File: config.mk
export PLATFORM = sky130hd
export DESIGN_NAME = processor
export DESIGN_NICKNAME = d
export VERILOG_FILES = /design/src/rtl/processor.sv
export SDC_FILE = /design/constraint.sdc
export NUM_CORES = 1
export LEC_CHECK = 0
export ABC_AREA = 0
export CORE_AREA = 4 4 77 79
export CTS_BUF_LIST = sky130_fd_sc_hd__clkbuf_16
export DETAILED_ROUTE_END_ITERATION = 10
export DIE_AREA = 0 0 81 83
export PLACE_DENSITY = 0.58
export SYNTH_ARGS = -nofsm -noshare
export SYNTH_HDL_FRONTEND = slang
export SYNTH_SLANG_ARGS = --single-unit
export TNS_END_PERCENT = 10
File: constraint.sdc
create_clock -name clk -period 1.9 [get_ports clk]
set_input_delay 0.19 -clock clk [delete_from_list [all_inputs] [get_ports clk]]
set_output_delay 0.19 -clock clk [all_outputs]
set_load 0.01 [all_outputs]
File: src/rtl/processor.sv
// Pipelined shift-and-add W x W multiplier; PRCSSR_SIGNED_EN selects two's-complement operands.
// Latency: product of operands sampled at edge k is on m after edge k+W (W+1 register stages).
// Backpressure: none; free-running, accepts one pair every cycle, m_vld marks post-reset results.
module processor #(
    parameter int W = 4
) (
    input  logic           clk,
    input  logic           rst_n,
    input  logic [W-1:0]   a,
    input  logic [W-1:0]   b,
    output logic [2*W-1:0] m,
    output logic           m_vld
);

`ifdef PRCSSR_SIGNED_EN
    localparam bit SIGNED_MODE = 1'b1;
`else
    localparam bit SIGNED_MODE = 1'b0;
`endif

    // Stage 0 is the input register; stages 1..W each fold in one bit of B.
    logic [W-1:0]   a_q   [0:W-1];
    logic [W-1:0]   a_d   [0:W-1];
    logic [W-1:0]   b_q   [0:W-1];
    logic [W-1:0]   b_d   [0:W-1];
    logic [2*W-1:0] p_q   [0:W];
    logic [2*W-1:0] p_d   [0:W];
    logic [2*W-1:0] pp    [1:W];
    logic           vld_q [0:W];
    logic           vld_d [0:W];

    function automatic logic [2*W-1:0] extend(input logic [W-1:0] x);
        if (SIGNED_MODE) begin
            return {{W{x[W-1]}}, x};
        end
        return {{W{1'b0}}, x};
    endfunction

    always_comb begin
        a_d[0]   = a;
        b_d[0]   = b;
        p_d[0]   = '0;
        vld_d[0] = 1'b1;
        for (int i = 1; i < W; i++) begin
            a_d[i] = a_q[i-1];
            b_d[i] = b_q[i-1];
        end
        for (int i = 1; i <= W; i++) begin
            vld_d[i] = vld_q[i-1];
            pp[i]    = extend(a_q[i-1]) << (i - 1);
            p_d[i]   = p_q[i-1];
            if (b_q[i-1][i-1]) begin
                // In two's complement the MSB of B carries negative weight.
                if (SIGNED_MODE && (i == W)) begin
                    p_d[i] = p_q[i-1] - pp[i];
                end else begin
                    p_d[i] = p_q[i-1] + pp[i];
                end
            end
        end
    end

    always_ff @(posedge clk or negedge rst_n) begin
        if (!rst_n) begin
            for (int i = 0; i < W; i++) begin
                a_q[i] <= '0;
                b_q[i] <= '0;
            end
            for (int i = 0; i <= W; i++) begin
                p_q[i]   <= '0;
                vld_q[i] <= 1'b0;
            end
        end else begin
            for (int i = 0; i < W; i++) begin
                a_q[i] <= a_d[i];
                b_q[i] <= b_d[i];
            end
            for (int i = 0; i <= W; i++) begin
                p_q[i]   <= p_d[i];
                vld_q[i] <= vld_d[i];
            end
        end
    end

    assign m     = p_q[W] & {(2*W){vld_q[W]}};
    assign m_vld = vld_q[W];

endmodule

Word-level counts from Yosys, hierarchy flattened
Cells that the tools add are included.

cells by class
  bitwise operators = 1
  $add $sub $neg = 3
  mux-type cells = 4

operators by type and width
  cell           number
  $mux W8        2
  $add A8 B6 Y8  1
  $add A8 B7 Y8  1
  $and A8 B8 Y8  1
  $add A4 B5 Y6  1
  $mux W6        1
  $mux W4        1

word-level totals
  flip-flop bits (word level) = 65
  output and inout port bits = 9
  word-level logic and storage cells = 25
  input bits = 10

Depth between registers and ports, before layout
  depth in word-level cells = 2
  gate-level depth with buffers = 6
  depth with buffers taken out = 6

Worst setup path before layout
Ideal clock, no wire load.

  path type = flip-flop to flip-flop
  from = register a_q (netlist bit a_d[0])
  to = register p_q[12] (netlist bit)
  period minus slack after synthesis = 1,405 ps
  cell stages (with the launch flop) = 6
  arrival time = 1,280 ps
  library setup time = 125 ps
  path buffers = 0
  setup slack = 495 ps
  required time = 1,775 ps
  cell sequence = dfrtp_1 -> ha_1 -> inv_1 -> fa_1 -> xnor2_1 -> mux2_2

RTL lines
  item                               line  source
  from (decl)                        22    logic [W-1:0] a_q [0:W-1];
  from (signal, indexed assignment)  75    a_q[i] <= a_d[i];
  to (signal, indexed assignment)    79    p_q[i] <= p_d[i];
  to (decl)                          26    logic [2*W-1:0] p_q [0:W];

Worst setup path in the final report
  from = register vld_q (netlist bit m_vld)
  to = output port m[2]

between the ends
  word-level cells in the longest chain between the ends = 1

ends and longest elaborated chain
  item                               line  source
  from (decl)                        29    logic vld_q [0:W];
  from (signal, indexed assignment)  80    vld_q[i] <= vld_d[i];
  $and A8 B8 Y8                      85    assign m = p_q[W] & {(2*W){vld_q[W]}};
  to (decl)                          11    output logic [2*W-1:0] m,

Every way passes these cells.

==> impl_metrics.tcl <==
set metrics [dict create \
    crit_path_max_fanout 9 \
    relSlewSlack_pct 61.7 \
    worst_clock_skew_ns 0.00379 \
    synth_area_leader_cell "dfrtp_1" \
    layout.nets 186 \
    drv.max_cap_violation_count 0 \
    achievable-frequency_mhz 615 \
    fin_util_pct 46.7 \
    grt_start_max_net_pins 32 \
    cts_buffer_depth 2 \
    cts_made_buffers 5 \
    tritoncts "yes" \
    routabilityCongestion 0.716 \
    grt_overflow 0 \
    rsz0062_at_grt "no" \
    drt_pass1_iterations 3 \
    leading_cell_types_in_the_layout_fill_and_taps_excluded "dfrtp_1 (56), clkdlybuf4s50_1 (17), inv_1 (12), and2_1 (12), ha_1 (11)" \
    post-cts-setup-buffer-count 0 \
    placement.io_buffers 18 \
    netlist.area_leader.share_pct 68.3 \
    vdd.ir_drop.worst_v 0.000437 \
    kind_of_capture_point_of_the_worst_setup_path "output pin" \
    detailedRoute.firstIterationViolations 39 \
    clock_tree.htree_level_count 2 \
    finalMaxSlewViolations 0 \
    status "finished clean" \
    dp.final_hpwl_mm 2.08 \
    totalPowerFinal_mw 2.63 \
    drt-wirelength-per-cell_um 11.9 \
    via_count_of_the_first_global_routing_pass 1200 \
    drive_above_1_share_pct 9.20 \
    crit_arrival_ns 1.43 \
    antenna_violating_nets_post_route 0 \
    syn-cell-area_mm2 0.00205 \
    drc 0 \
    clkSinkCount 56 \
    ys_types 26 \
    cts_root_buffer "clkbuf_16" \
    io-pin-count 19 \
    chipWidth_um 81 \
    cell_rows 27 \
    growth_of_design_area_from_synthesis_to_finish_pct 21.6 \
    cts_resized 0 \
    setup-tns-final_ns 0 \
    dieHeight_um 83 \
    setup.worst_path.class "flop to output pin" \
    detailroute.via_count 1058 \
    report.final.hold_viol_count 0 \
    power-per-cell-area_mw_per_mm2 1050 \
    detail_route.vias_per_cell 4.50 \
    first_pass_grt_wire_length_mm 5.24 \
    min_period_over_period_pct 85.5 \
    leakage_nw 1.16 \
    start_util_pct 38.4 \
    layout_commonest_cell "dfrtp_1" \
    dieArea_mm2 0.00672 \
    synth_fp_nets 161 \
    postRouteWirelength_mm 2.80 \
    track_usage_pct 10.1 \
    postCtsHoldBufs 1 \
    slew_at_the_pin_with_the_worst_max_slew_slack_ns 0.574 \
    cp.required_ns 1.71 \
    ys_seq_area_share_pct 68.3 \
    core-area_mm2 0.00534 \
    fin_hold_ws_ns 0.337 \
    grt_antenna_before_repair 0 \
    synth-seq-cells 56 \
    holdCritPathClass "primary input to flop" \
    clock_transition_time_at_the_flip_flop_clock_pins_of_the_worst_setup_and_hold_paths_ns 0.06 \
    n_antenna_cell 0 \
    syn-instance-count 137 \
    synthesis.area_per_instance_um2 15.0 \
    ys_warn_count 0 \
    ys_top_cells_by_area "dfrtp_1 (68%), ha_1 (6.7%), and2_1 (3.7%), mux2_2 (3.3%), fa_1 (2.9%)" \
    setup-violations-final 0 \
    final.min_clock_period_ns 1.62 \
    insertion_delay_ns 0.28 \
    startpoint_type "flop" \
]
## state kept, by name, indices dropped and copies added (netlist names)
| register | flops |
|---|---|
| a_d | 12 |
| a_q | 4 |
| b_d | 9 |
| b_q | 1 |
| m_vld | 1 |
| p_q | 25 |
| vld_d | 4 |
## area by class of cell
cell class              instances  area (µm²)
fillers                       495        2840
multi-input cells              68         592
repair buffers                 20         205
well taps                      72        90.1
flip-flops and latches         56        1400
inverters                      11        41.3
clock inverters                 3        38.8
clock buffers                   5         125
## where the power goes
group	internal, mW	total, mW	switching, mW
Clock	0.614	0.991	0.377
Combinational	0.165	0.299	0.134
Sequential	1.29	1.34	0.0448
## worst paths after layout
path,startpoint,endpoint,slack (ns),depth (start not counted)
worst min register to register,p_q[16],p_q[8],0.35,0
worst max-delay path,m_vld,m[2],0.28,2
max in group asynchronous,rst_n,a_d[0],0.91,3
worst min-delay path,b[2],b_d[10],0.34,1
min in group asynchronous,rst_n,p_q[7],0.44,2
worst max register to register,p_q[11],p_q[5],0.38,5
## metrics by stage
step / area (µm²) / worst slack (ns) / std cells
after floorplan: 2050 / 0.495 / 137
after global placement: 2320 / 0.421 / 226
after detailed placement: 2320 / 0.384 / 226
after CTS: 2490 / 0.209 / 235
after global routing: 2490 / 0.165 / 235
final: 2490 / 0.275 / 235
## critical path: stages (launching register included)
cell and delay, ns:
dfrtp_1 0.46, and2_1 0.16, clkdlybuf4s50_1 0.53
## layer usage
| layer | global-route usage (%) | vias to the layer above | wire length (µm) |
|---|---|---|---|
| li1 | - | 499 | - |
| met1 | 10.5 | 523 | 1060 |
| met2 | 17.5 | 27 | 1500 |
| met3 | 3.58 | 9 | 159 |
| met4 | 5.07 | 0 | 77 |
| met5 | 0 | - | 0 |
## cell usage after synthesis
library cell / number
and2b_1: 1
buf_2: 1
o21a_1: 4
xnor2_1: 3
nand3b_1: 1
conb_1: 1
and3b_1: 1
dfrtp_1: 56
buf_6: 1
nor2b_1: 3
nand4b_1: 2
nor4bb_1: 1
nand2_1: 2
and2_1: 12
mux2i_1: 3
nor2_1: 3
fa_1: 3
o311ai_1: 1
a311oi_1: 2
inv_1: 11
ha_1: 11
nand2b_1: 1
a21oi_1: 5
o211ai_1: 1
mux2_2: 6
a21o_1: 1
## cells by family (layout without fill, tap and decap cells)
kind of cell	after synthesis	in the layout	synth area share, %
DFF	56	56	68.3
AOI/OAI and AO/OA	14	14	4.70
and+or+nand+nor	27	27	8.30
buffers and inverters	13	39	2.81
adders and majority gates	14	14	9.64
muxes	9	9	4.76
other	1	1	0.183
xor gates and xnor gates	3	3	1.28
Power figures use the tool's default switching activity.
